<file path="config.mk">
export PLATFORM = sky130hd
export DESIGN_NAME = axis_frame_receiver
export DESIGN_NICKNAME = d
export VERILOG_FILES = /design/src/rtl/timing_pkg.sv /design/src/rtl/axis_pix_reg.sv /design/src/rtl/axis_frame_receiver.sv
export SDC_FILE = /design/constraint.sdc
export NUM_CORES = 1
export LEC_CHECK = 0
export BUFFER_PORTS_ARGS = -buffer_cell sky130_fd_sc_hd__buf_2
export CORE_UTILIZATION = 30
export CTS_BUF_LIST = sky130_fd_sc_hd__clkbuf_2 sky130_fd_sc_hd__clkbuf_4 sky130_fd_sc_hd__clkbuf_8
export CTS_CLUSTER_SIZE = 12
export DETAILED_ROUTE_END_ITERATION = 12
export SLEW_MARGIN = 20
export SYNTH_ARGS = -nofsm -noshare
export SYNTH_HDL_FRONTEND = slang
export SYNTH_HIERARCHICAL = 1
export SYNTH_SLANG_ARGS = --single-unit
</file>
<file path="constraint.sdc">
create_clock -name eim_clk -period 3.89 [get_ports eim_clk]
set_input_delay 0.5835 -clock eim_clk [delete_from_list [all_inputs] [get_ports eim_clk]]
set_output_delay 0.5835 -clock eim_clk [all_outputs]
set_load 0.005 [all_outputs]
</file>
<file path="src/rtl/timing_pkg.sv">
// rtl/timing_pkg.sv - shared types and constants for the AXI-Stream frame receiver
//
// Purpose: receiver FSM state encoding, err_status bit indices, configuration
//          clamp minimums and a small clamp helper.
// Ports:   none (package).
package timing_pkg;

  typedef enum logic [1:0] {
    RX_IDLE   = 2'd0,
    RX_ACTIVE = 2'd1,
    RX_RESYNC = 2'd2
  } rx_state_e;

  localparam int ERR_ORPHAN      = 0;
  localparam int ERR_EARLY_TLAST = 1;
  localparam int ERR_MISS_TLAST  = 2;
  localparam int ERR_EARLY_SOF   = 3;

  localparam logic [15:0] MIN_H = 16'd2;
  localparam logic [15:0] MIN_V = 16'd1;

  function automatic logic [15:0] clamp_min(input logic [15:0] val, input logic [15:0] lo);
    return (val < lo) ? lo : val;
  endfunction

endpackage

</file>
<file path="src/rtl/axis_pix_reg.sv">
// rtl/axis_pix_reg.sv - single-stage output register for pixel data and coordinates
//
// Purpose: holds one forwarded pixel with its x/y tag; refills in the same
//          cycle the downstream consumes, so ready depends only on registered
//          state and the downstream ready (no valid->ready path).
// Ports:   clk_i/rst_i           clock, async active-high reset
//          in_valid_i/in_ready_o upstream handshake
//          in_data_i/in_x_i/in_y_i pixel and coordinates to load
//          out_valid_o/out_ready_i downstream handshake
//          out_data_o/out_x_o/out_y_o registered pixel and coordinates
module axis_pix_reg #(
  parameter int DATA_W = 16
) (
  input  logic              clk_i,
  input  logic              rst_i,
  input  logic              in_valid_i,
  output logic              in_ready_o,
  input  logic [DATA_W-1:0] in_data_i,
  input  logic [15:0]       in_x_i,
  input  logic [15:0]       in_y_i,
  output logic              out_valid_o,
  input  logic              out_ready_i,
  output logic [DATA_W-1:0] out_data_o,
  output logic [15:0]       out_x_o,
  output logic [15:0]       out_y_o
);

  logic              valid_q;
  logic [DATA_W-1:0] data_q;
  logic [15:0]       x_q;
  logic [15:0]       y_q;

  assign in_ready_o  = !valid_q || out_ready_i;
  assign out_valid_o = valid_q;
  assign out_data_o  = data_q;
  assign out_x_o     = x_q;
  assign out_y_o     = y_q;

  always_ff @(posedge clk_i or posedge rst_i) begin
    if (rst_i) begin
      valid_q <= 1'b0;
      data_q  <= '0;
      x_q     <= '0;
      y_q     <= '0;
    end else if (in_ready_o) begin
      valid_q <= in_valid_i;
      if (in_valid_i) begin
        data_q <= in_data_i;
        x_q    <= in_x_i;
        y_q    <= in_y_i;
      end
    end
  end

endmodule

</file>
<file path="src/rtl/axis_frame_receiver.sv">
// rtl/axis_frame_receiver.sv - AXI-Stream video sink with framing checks and x/y tagging
//
// Purpose: consumes tuser(SOF)/tlast(EOL) framed beats, checks them against the
//          line length and height latched at SOF, tags forwarded pixels with
//          x/y, pulses line/frame completion and resyncs after errors.
// Ports:   eim_clk/eim_rst             clock, async active-high reset
//          max_h_count/dsp_image_height frame geometry, latched at SOF
//          err_clr                      synchronous clear of err_status
//          s_axis_*                     input stream
//          m_pix_*                      forwarded pixel, x/y and handshake
//          line_done/frame_done         1-cycle completion pulses
//          frame_active                 high while a frame is being received
//          err_status                   sticky protocol error flags
//          frame_cnt                    completed frame counter
module axis_frame_receiver
  import timing_pkg::*;
#(
  parameter int DATA_W = 16
) (
  input  logic              eim_clk,
  input  logic              eim_rst,
  input  logic [15:0]       max_h_count,
  input  logic [15:0]       dsp_image_height,
  input  logic              err_clr,
  input  logic [DATA_W-1:0] s_axis_tdata,
  input  logic              s_axis_tvalid,
  output logic              s_axis_tready,
  input  logic              s_axis_tuser,
  input  logic              s_axis_tlast,
  output logic [DATA_W-1:0] m_pix_data,
  output logic              m_pix_valid,
  input  logic              m_pix_ready,
  output logic [15:0]       m_pix_x,
  output logic [15:0]       m_pix_y,
  output logic              line_done,
  output logic              frame_done,
  output logic              frame_active,
  output logic [3:0]        err_status,
  output logic [15:0]       frame_cnt
);

  rx_state_e   state_q, state_d;
  logic [15:0] x_q, x_d, y_q, y_d;
  // Geometry is kept as last-index values so end-of-line/frame is an equality test.
  logic [15:0] h_last_q, h_last_d, v_last_q, v_last_d;
  logic        line_done_q, line_done_d;
  logic        frame_done_q, frame_done_d;
  logic [3:0]  err_q, err_d, err_set;
  logic [15:0] cnt_q, cnt_d;

  logic        accept;
  logic        fwd;
  logic [15:0] pix_x, pix_y;
  logic        x_last, y_last;
  logic [15:0] sof_h_last, sof_v_last;

  assign accept     = s_axis_tvalid && s_axis_tready;
  assign x_last     = (x_q == h_last_q);
  assign y_last     = (y_q == v_last_q);
  assign sof_h_last = clamp_min(max_h_count, MIN_H) - 16'd1;
  assign sof_v_last = clamp_min(dsp_image_height, MIN_V) - 16'd1;

  axis_pix_reg #(.DATA_W(DATA_W)) u_pix_reg (
    .clk_i       (eim_clk),
    .rst_i       (eim_rst),
    .in_valid_i  (fwd),
    .in_ready_o  (s_axis_tready),
    .in_data_i   (s_axis_tdata),
    .in_x_i      (pix_x),
    .in_y_i      (pix_y),
    .out_valid_o (m_pix_valid),
    .out_ready_i (m_pix_ready),
    .out_data_o  (m_pix_data),
    .out_x_o     (m_pix_x),
    .out_y_o     (m_pix_y)
  );

  always_ff @(posedge eim_clk or posedge eim_rst) begin
    if (eim_rst) begin
      state_q      <= RX_IDLE;
      x_q          <= '0;
      y_q          <= '0;
      h_last_q     <= MIN_H - 16'd1;
      v_last_q     <= MIN_V - 16'd1;
      line_done_q  <= 1'b0;
      frame_done_q <= 1'b0;
      err_q        <= '0;
      cnt_q        <= '0;
    end else begin
      state_q      <= state_d;
      x_q          <= x_d;
      y_q          <= y_d;
      h_last_q     <= h_last_d;
      v_last_q     <= v_last_d;
      line_done_q  <= line_done_d;
      frame_done_q <= frame_done_d;
      err_q        <= err_d;
      cnt_q        <= cnt_d;
    end
  end

  always_comb begin
    state_d = state_q;
    if (accept) begin
      case (state_q)
        RX_IDLE, RX_RESYNC: begin
          if (s_axis_tuser) state_d = RX_ACTIVE;
        end
        RX_ACTIVE: begin
          if (s_axis_tuser)                 state_d = RX_ACTIVE;
          else if (s_axis_tlast && !x_last) state_d = RX_RESYNC;
          else if (x_last && !s_axis_tlast) state_d = RX_RESYNC;
          else if (x_last && y_last)        state_d = RX_IDLE;
        end
        default: state_d = RX_IDLE;
      endcase
    end
  end

  always_comb begin
    fwd          = 1'b0;
    pix_x        = x_q;
    pix_y        = y_q;
    x_d          = x_q;
    y_d          = y_q;
    h_last_d     = h_last_q;
    v_last_d     = v_last_q;
    err_set      = '0;
    line_done_d  = 1'b0;
    frame_done_d = 1'b0;
    cnt_d        = cnt_q;
    if (accept) begin
      // Any SOF beat (first, early or after resync) restarts the frame at (0,0).
      if (s_axis_tuser) begin
        fwd      = 1'b1;
        pix_x    = '0;
        pix_y    = '0;
        x_d      = 16'd1;
        y_d      = '0;
        h_last_d = sof_h_last;
        v_last_d = sof_v_last;
        if (state_q == RX_ACTIVE) err_set[ERR_EARLY_SOF] = 1'b1;
      end else begin
        case (state_q)
          RX_IDLE: err_set[ERR_ORPHAN] = 1'b1;
          RX_ACTIVE: begin
            fwd = 1'b1;
            if (s_axis_tlast && !x_last) begin
              err_set[ERR_EARLY_TLAST] = 1'b1;
            end else if (x_last && !s_axis_tlast) begin
              err_set[ERR_MISS_TLAST] = 1'b1;
            end else if (x_last) begin
              line_done_d = 1'b1;
              x_d         = '0;
              y_d         = y_q + 16'd1;
              if (y_last) begin
                frame_done_d = 1'b1;
                cnt_d        = cnt_q + 16'd1;
                y_d          = '0;
              end
            end else begin
              x_d = x_q + 16'd1;
            end
          end
          default: ;  // RESYNC drops non-SOF beats silently
        endcase
      end
    end
    // A new error event outranks a coincident clear for its own bit.
    err_d = (err_clr ? 4'b0000 : err_q) | err_set;
  end

  assign line_done    = line_done_q;
  assign frame_done   = frame_done_q;
  assign frame_active = (state_q == RX_ACTIVE);
  assign err_status   = err_q;
  assign frame_cnt    = cnt_q;

endmodule

</file>
==> results of run 1 <==
-- power by group through the flow --
stage	Combinational (mW)	Clock, mW	Sequential (mW)
after floorplan	0.472	0	1.74
after global placement	0.692	0	1.75
after detailed placement	0.696	0	1.76
after CTS	0.700	1.26	1.73
after global routing	0.783	1.31	1.76
final	0.689	1.22	1.73
-- stage by stage --
stage               cell area (µm²)  utilization [%]  setup slack [ps]  power (mW)  std cells
CTS                            8480             36.1               403        3.69       1138
global placement               8070             34.4               529        2.45       1106
global route                   8480             36.1               124        3.86       1138
floorplan                      7160                -               876        2.21        684
detailed placement             8070             34.4               433        2.46       1106
finish                         8480             36.1               392        3.64       1139
-- kinds of logic after synthesis --
kind of cell	Yosys count	synth area share, %
buf+inv	46	3.60
fa+ha+maj	9	1.57
xor+xnor	68	8.31
mux	49	8.75
compound gates	122	10.6
flops	137	47.9
simple gates	253	19.3
-- layout make-up --
cell class / instances / share of cell area (%)
Antenna cell: 1 / 0.0295
Multi-Input combinational cell: 501 / 41.1
Inverter: 12 / 0.561
Sequential cell: 137 / 40.4
Clock inverter: 11 / 1.42
Clock buffer: 21 / 3.41
Timing Repair Buffer: 137 / 8.38
Tap cell: 319 / 4.71
-- metal layers --
metal,track usage [%],vias up
met4,5.18,2
met5,0,-
li1,-,2673
met2,20.5,160
met1,20.6,2514
met3,4.62,19
-- worst min-delay path by stage --
| stage | from | to | slack, ps |
|---|---|---|---|
| detailed placement | frame_cnt[15] | frame_cnt[15] | 460 |
| CTS | max_h_count[0] | h_last_q[0] | 310 |
| floorplan | v_last_q[0] | v_last_q[0] | 470 |
| global route | max_h_count[0] | h_last_q[0] | 330 |
| finish | eim_rst | u_pix_reg/out_x_o[6] | 300 |
| global placement | frame_cnt[15] | frame_cnt[15] | 460 |
-- flip-flops by register name, summed over array words and instances, names as in the netlist, 2 cells and up --
register              count
u_pix_reg/out_data_o     16
h_last_q                 16
u_pix_reg/out_x_o        16
u_pix_reg/out_y_o        16
state_q                   2
x_q                      16
frame_cnt                16
v_last_q                 16
err_status                4
y_q                      16
-- synth_stat cells, types with 2 or more instances --
cell	count	area, µm²
a2111oi_0	2	17.5
a21oi_1	7	35.0
a22o_1	2	17.5
a31o_2	2	17.5
a31oi_1	11	68.8
and2_1	34	213
and3_1	13	81.3
and4_1	4	35.0
buf_2	6	30.0
buf_6	4	45.0
clkbuf_1	20	75.1
dfrtp_1	136	3400
ha_1	9	113
inv_1	11	41.3
mux2_2	29	327
mux2_4	20	300
nand2_1	66	248
nand2_2	2	12.5
nand2b_1	12	75.1
nand2b_4	2	27.5
nand3_1	21	105
nand3b_1	2	15.0
nand4_1	18	113
nor2_1	32	120
nor2b_1	4	25.0
nor3_1	13	65.1
nor4_1	4	25.0
o21ai_0	68	340
o31ai_1	14	105
o41ai_1	6	52.6
o41ai_2	3	48.8
or2_2	3	18.8
or3_1	6	37.5
or4_1	10	75.1
xnor2_1	56	490
xor2_1	12	105
==> out/qor.txt, run 1 <==
Main flop type after synthesis: dfrtp_1
Source of the critical timing path: x_q[0]
Delay of the slowest critical-path stage: 570 ps
Worst VDD drop: 0.178 mV
Final HPWL from detailed placement: 12600 µm
CTS Root Buffer Type: clkbuf_8
Core region area: 23500 µm²
Top layer used by detailed routing: met5
YS warnings: 6
Crit Path Class: reg2reg
Portion of the post-synthesis area used by sequential elements: 47.9%
Final-report setup violation count: 0
R2r startpoint: x_q[0]
Worst Reg-to-Reg Cells: 10
Seq cells post-synth: 137
Fraction of registers with async set/reset: 100%
Clock tree from TritonCTS: done
P_int: 2.58 mW
Count of endpoints failing hold in the final timing report: 0
Area Overhead vs Synth: 18.4%
Most frequent cells in the layout: dfrtp_1, buf_2, o21ai_0
Leftover overflow at the end of global routing: 0
Tightest hold margin: 300 ps
X dimension of the die: 157 µm
Arrival time of the worst setup path: 3890 ps
Placer Congestion: 0.812
Setup crit end kind: flip-flop
First DRT Iteration DRCs: 257
Met3 Wirelength: 1140 µm
Later-pin clock latency in the skew report: 460 ps
Area taken by flip-flops and latches: 3430 µm²
Max-capacitance violation count: 0
Vertical die dimension: 157 µm
Filler Cell Count: 2385
Deepest clock path buffer count: 2
Pre-antenna DRT Iters: 4
Slew Limit Fails: 0
Post-cts sizing count: 0
Result of the run: complete, no violations
Starting utilization of the core area: 30.5%
Minimum setup slack among reg-to-reg paths: 390 ps
DIE AREA: 24500 µm²
Destination of the worst register-to-register timing path: y_q[15]
CP Max Fanout: 21
Clk pin slew, worst setup/hold paths: 80 ps
Worst path most repeated cell: nand2_1
Site row count: 56
Top Family by Delay on Critical Path: simple AND/OR/NAND/NOR gates
Setup repair after global routing missed its margin: false
Via-per-instance ratio: 4.71
Number of nets with antenna violations after detailed routing: 0
GRT Total Usage: 14.5%
DRC: 0
Detail Route met2 WL: 6780 µm
Hold WC Path Type: in2async
Proportion of power drawn by the clock network: 33.4%
WP data required: 4280 ps
Slew of the pin with the lowest slew margin: 975 ps
Critical path endpoint: y_q[15]
WL/cell: 15.0 µm
Fmax: 286 MHz
Sum of buffers and inverters on the critical path: 0
Most frequent standard cell in the layout excluding fill and tap cells: dfrtp_1
Mapped Nets: 748
Final Net Count: 870
NetSw: 1.06 mW
Met1 WL: 8860 µm
Share of power burned in combinational logic: 18.9%
CP Cell Sequence: xnor2_1 -> nand4_1 -> nor2_1 -> nand3_1 -> ha_1 -> or4_4 -> nand2_1 -> nand2_1 -> or4_1 -> nand2_1
Net switching fraction of the power: 29.1%
Setup Fix Bufs, Post-CTS: 0
Sequential share of power: 47.7%
Synth Cell Area: 7160 µm²
Power density normalized to cell area: 429 nW/µm²
CTS H-tree depth: 4
Number of global-route vias before repair: 5114
Gate Count Post-Synth: 684
Count of flip-flops with a built-in enable after synthesis: 0
Post-cts hold buffer count: 0
Logic depth of the worst setup path including buffers: 10
Nature of the critical path startpoint: flip-flop
Vias: 5368
Critical Path Slowest Stage Cell: or4_4
Mean cell area of the mapped netlist: 10.5 µm²
Leakage Power: 3.89 nW
Sum of routed wire length over all layers: 17000 µm
Max-slew headroom at the worst pin: 34.9%
Final sum of negative setup slack: 0 ps
Period Utilization, post-route: 89.9%
Number of top-level design ports: 128
Combined area of the multi-input logic cells: 3480 µm²
Distinct cell type count of the synthesized netlist: 56
First-pass GRT wire length: 27600 µm
CTS Buf Count: 17
CTS sink count: 137
Number of I/O port buffers: 127
Largest net degree at the start of global routing: 86
Ratio of cells with drive above 1 in the final layout: 29.1%
Fin Clk Skew: 15.2 ps
Number of antenna violations at the first check in global routing: 2
Clock period minus worst slack: 3500 ps
(Power assumes the default switching activity.)
==> inputs of run 2 (changes only) <==
--- a/config.mk
+++ b/config.mk
@@ -6,7 +6,7 @@
 export NUM_CORES = 1
 export LEC_CHECK = 0
 export BUFFER_PORTS_ARGS = -buffer_cell sky130_fd_sc_hd__buf_2
-export CORE_UTILIZATION = 30
+export CORE_UTILIZATION = 40
 export CTS_BUF_LIST = sky130_fd_sc_hd__clkbuf_2 sky130_fd_sc_hd__clkbuf_4 sky130_fd_sc_hd__clkbuf_8
 export CTS_CLUSTER_SIZE = 12
 export DETAILED_ROUTE_END_ITERATION = 12
==> out/qor.txt, run 2 (synthesis gave the netlist of run 1 again) <==
Top Family by Delay on Critical Path: simple AND/OR/NAND/NOR gates
Largest net degree at the start of global routing: 50
CTS sink count: 137
Combined area of the multi-input logic cells: 3480 µm²
DIE AREA: 18400 µm²
Sum of buffers and inverters on the critical path: 0
CTS Root Buffer Type: clkbuf_8
Area Overhead vs Synth: 16.5%
Number of top-level design ports: 128
Number of I/O port buffers: 127
Ratio of cells with drive above 1 in the final layout: 28.9%
CP Max Fanout: 21
Deepest clock path buffer count: 2
Setup Fix Bufs, Post-CTS: 0
Setup repair after global routing missed its margin: false
Sum of routed wire length over all layers: 16600 µm
Max-capacitance violation count: 0
Leakage Power: 3.88 nW
Later-pin clock latency in the skew report: 450 ps
Area taken by flip-flops and latches: 3430 µm²
Result of the run: complete, no violations
Period Utilization, post-route: 90.5%
First DRT Iteration DRCs: 279
Slew Limit Fails: 0
Crit Path Class: reg2reg
Clock tree from TritonCTS: done
Final-report setup violation count: 0
Filler Cell Count: 1646
Total placed cells including tap cells: 1010
Slew of the pin with the lowest slew margin: 832 ps
Final HPWL from detailed placement: 12300 µm
Number of antenna violations at the first check in global routing: 2
First-pass GRT wire length: 27400 µm
Starting utilization of the core area: 41.1%
Number of global-route vias before repair: 5278
Number of nets with antenna violations after detailed routing: 0
Critical Path Slowest Stage Cell: or4_4
Count of endpoints failing hold in the final timing report: 0
Leftover overflow at the end of global routing: 0
Non-filler cells in the finished layout: 1043
Delay of the slowest critical-path stage: 570 ps
Clk pin slew, worst setup/hold paths: 80 ps
Site row count: 48
Fin Clk Skew: 11.6 ps
Hold WC Path Type: in2async
X dimension of the die: 136 µm
Placer Congestion: 0.836
Post-cts hold buffer count: 0
Nature of the critical path startpoint: flip-flop
CTS Buf Count: 17
Setup crit end kind: flip-flop
Tightest hold margin: 274 ps
Vias: 5416
Arrival time of the worst setup path: 3910 ps
Pre-antenna DRT Iters: 4
GRT Total Usage: 19.1%
Power density normalized to cell area: 435 nW/µm²
WL/cell: 16.0 µm
Final sum of negative setup slack: 0 ps
Worst path most repeated cell: nand2_1
Most frequent standard cell in the layout excluding fill and tap cells: dfrtp_1
Via-per-instance ratio: 5.19
Most frequent cells in the layout: dfrtp_1, buf_2, o21ai_0
Max-slew headroom at the worst pin: 44.5%
CP Cell Sequence: xnor2_1 -> nand4_1 -> nor2_1 -> nand3_1 -> ha_1 -> or4_4 -> nand2_1 -> nand2_1 -> or4_1 -> nand2_1
Fmax: 284 MHz
CTS H-tree depth: 4
Final Net Count: 868
Core region area: 17400 µm²
DRC: 0
Worst VDD drop: 0.274 mV
WP data required: 4280 ps
Clock period minus worst slack: 3520 ps
Vertical die dimension: 136 µm
Post-cts sizing count: 0
## run 2: final cells by class
cell class | instances | area share (%)
multi-input cells | 501 | 41.7
flip-flops and latches | 137 | 41.1
repair buffers | 135 | 8.33
well taps | 225 | 3.37
clock buffers | 17 | 2.80
clock inverters | 15 | 2.11
inverters | 12 | 0.569
diodes | 1 | 0.0300
## run 2: path summary, 6_finish.rpt
check	from	to	slack [ps]	depth (start not counted)
hold / removal	eim_rst	y_q[10]	270	2
min in group eim_clk	max_h_count[0]	h_last_q[0]	350	2
setup / recovery	h_last_q[0]	y_q[15]	370	10
hold reg to reg	frame_cnt[15]	frame_cnt[15]	480	1
max in group asynchronous	eim_rst	h_last_q[0]	2780	3
setup reg to reg	h_last_q[0]	y_q[15]	370	10
## run 2: where the power goes
| group | switching [mW] | total, mW | internal, mW |
|---|---|---|---|
| Clock | 0.575 | 1.21 | 0.635 |
| Sequential | 0.137 | 1.74 | 1.60 |
| Combinational | 0.345 | 0.688 | 0.343 |
## run 2: routing by layer
layer | track usage, % | share of wire, % | up-vias | routed length, µm
met3 | 5.93 | 7.4 | 12 | 1230
met2 | 27.8 | 43 | 163 | 7130
met1 | 27.0 | 49 | 2573 | 8110
met4 | 5.62 | 1.0 | 2 | 172
li1 | - | - | 2666 | -
met5 | 0 | 0.060 | - | 10
## run 2: stage by stage
| step | setup slack [ps] | total power [mW] | cell area, µm² | utilization, % |
|---|---|---|---|---|
| finish | 369 | 3.64 | 8350 | 47.9 |
| global route | 50.7 | 3.85 | 8350 | 47.9 |
| CTS | 387 | 3.68 | 8350 | 47.9 |
| detailed placement | 415 | 2.46 | 7940 | 45.6 |
| global placement | 535 | 2.43 | 7940 | 45.6 |
| floorplan | 876 | 2.21 | 7160 | - |
==> inputs of run 3 (changes only) <==
--- a/config.mk
+++ b/config.mk
@@ -10,6 +10,7 @@
 export CTS_BUF_LIST = sky130_fd_sc_hd__clkbuf_2 sky130_fd_sc_hd__clkbuf_4 sky130_fd_sc_hd__clkbuf_8
 export CTS_CLUSTER_SIZE = 12
 export DETAILED_ROUTE_END_ITERATION = 12
+export GPL_TIMING_DRIVEN = 0
 export SLEW_MARGIN = 20
 export SYNTH_ARGS = -nofsm -noshare
 export SYNTH_HDL_FRONTEND = slang
==> out/qor.txt, run 3 (synthesis gave the netlist of run 1 again) <==
Setup repair after global routing missed its margin: false
Vias: 5483
Largest net degree at the start of global routing: 73
Minimum setup slack among reg-to-reg paths: 440 ps
Site row count: 48
Later-pin clock latency in the skew report: 460 ps
Max-slew headroom at the worst pin: 41.2%
Slew of the pin with the lowest slew margin: 873 ps
DRC: 0
Clock tree from TritonCTS: done
Period Utilization, post-route: 88.6%
Clk pin slew, worst setup/hold paths: 80 ps
Result of the run: complete, no violations
Post-cts hold buffer count: 0
Count of endpoints failing hold in the final timing report: 0
Pre-antenna DRT Iters: 4
CTS sink count: 137
WP data required: 4240 ps
Crit Path Class: reg2reg
Leakage Power: 3.96 nW
Core region area: 17400 µm²
Hold WC Path Type: in2async
Area Overhead vs Synth: 19.2%
Final HPWL from detailed placement: 12600 µm
Arrival time of the worst setup path: 3800 ps
Deepest clock path buffer count: 2
GRT Total Usage: 19.3%
Setup crit end kind: flip-flop
Number of nets with antenna violations after detailed routing: 0
Power density normalized to cell area: 426 nW/µm²
CTS H-tree depth: 4
X dimension of the die: 136 µm
Setup Fix Bufs, Post-CTS: 0
CTS Buf Count: 17
Vertical die dimension: 136 µm
Slew Limit Fails: 0
Number of antenna violations at the first check in global routing: 0
CP Max Fanout: 10
Final-report setup violation count: 0
Met3 Wirelength: 1080 µm
Fmax: 290 MHz
Nature of the critical path startpoint: flip-flop
Most frequent standard cell in the layout excluding fill and tap cells: dfrtp_1
Most frequent cells in the layout: dfrtp_1, buf_2, o21ai_0
Number of I/O port buffers: 126
First-pass GRT wire length: 27500 µm
Met1 WL: 8300 µm
WL/cell: 15.6 µm
Worst VDD drop: 0.236 mV
Total placed cells including tap cells: 1037
First DRT Iteration DRCs: 246
Leftover overflow at the end of global routing: 0
Starting utilization of the core area: 41.1%
Via-per-instance ratio: 5.13
Non-filler cells in the finished layout: 1069
Max-capacitance violation count: 0
Clock period minus worst slack: 3450 ps
Number of top-level design ports: 128
Top layer used by detailed routing: met4
DIE AREA: 18400 µm²
Sum of routed wire length over all layers: 16600 µm
CTS Root Buffer Type: clkbuf_8
Ratio of cells with drive above 1 in the final layout: 28.7%
Antenna diode instance count: 0
Final worst-path setup slack: 443 ps
Placer Congestion: 0.776
Fin Clk Skew: 8.90 ps
Final Net Count: 895
Detail Route met2 WL: 6980 µm
Number of global-route vias before repair: 5208
Post-cts sizing count: 0
Post-placement worst setup slack: 353 ps
==> run 3: cell types whose count changed in the layout (fill, tap and decap cells not counted), sizes merged <==
cell,delta
bufinv,-1
buf,+4
clkbuf,+23
clkinv,-6
clkinvlp,+2
inv,+3
diode,-1
bufbuf,+1
dlygate4sd2,+1
==> run 3: critical path: stages (launching register included) <==
cell and delay, ps:
dfrtp_1 330, clkbuf_1 270, xnor2_1 160, nand4_1 150
nor2_1 290, nand3_2 250, ha_1 280, or4_4 580
nand2_1 110, buf_2 210, nand3_1 150, clkbuf_1 280
o31ai_1 300
==> run 3: worst paths after layout <==
path / depth (start not counted) / endpoint / from
setup reg to reg: 12 / x_q[7] / x_q[13]
hold reg to reg: 1 / frame_cnt[15] / frame_cnt[15]
max in group asynchronous: 3 / h_last_q[0] / eim_rst
min in group eim_clk: 2 / h_last_q[0] / max_h_count[0]
hold / removal: 2 / y_q[2] / eim_rst
setup / recovery: 12 / x_q[7] / x_q[13]
==> run 3: cell type report <==
type                    count  area (µm²)
flip-flops and latches    137        3430
fillers                  1639        8880
inverters                  12        50.0
multi-input cells         501        3480
clock inverters            13         143
plain buffers              34         213
clock buffers              19         262
repair buffers            128         678
well taps                 225         282
==> run 3: per-layer routing <==
layer,GRT usage [%],vias up
met3,5.37,25
met1,26.9,2571
met2,28.1,150
met5,0,-
met4,7.43,0
li1,-,2737
==> run 3: per-stage QoR <==
stage               instance area (µm²)  hold slack (ps)  setup TNS [ps]  util, %  total power, mW
finish                             8540             65.8               0     49.0             3.64
global route                       8540             57.7               0     49.0             3.85
CTS                                8530             44.3               0     49.0             3.69
detailed placement                 8130              458               0     46.7             2.49
global placement                   8080              461          -19120     46.4             2.46
floorplan                          7160              467               0        -             2.21
==> run 3: where the power goes <==
| part | switching (mW) | internal (mW) | total (mW) |
|---|---|---|---|
| Combinational | 0.364 | 0.362 | 0.726 |
| Sequential | 0.121 | 1.60 | 1.72 |
| Clock | 0.586 | 0.607 | 1.19 |
| Total | 1.07 | 2.57 | 3.64 |
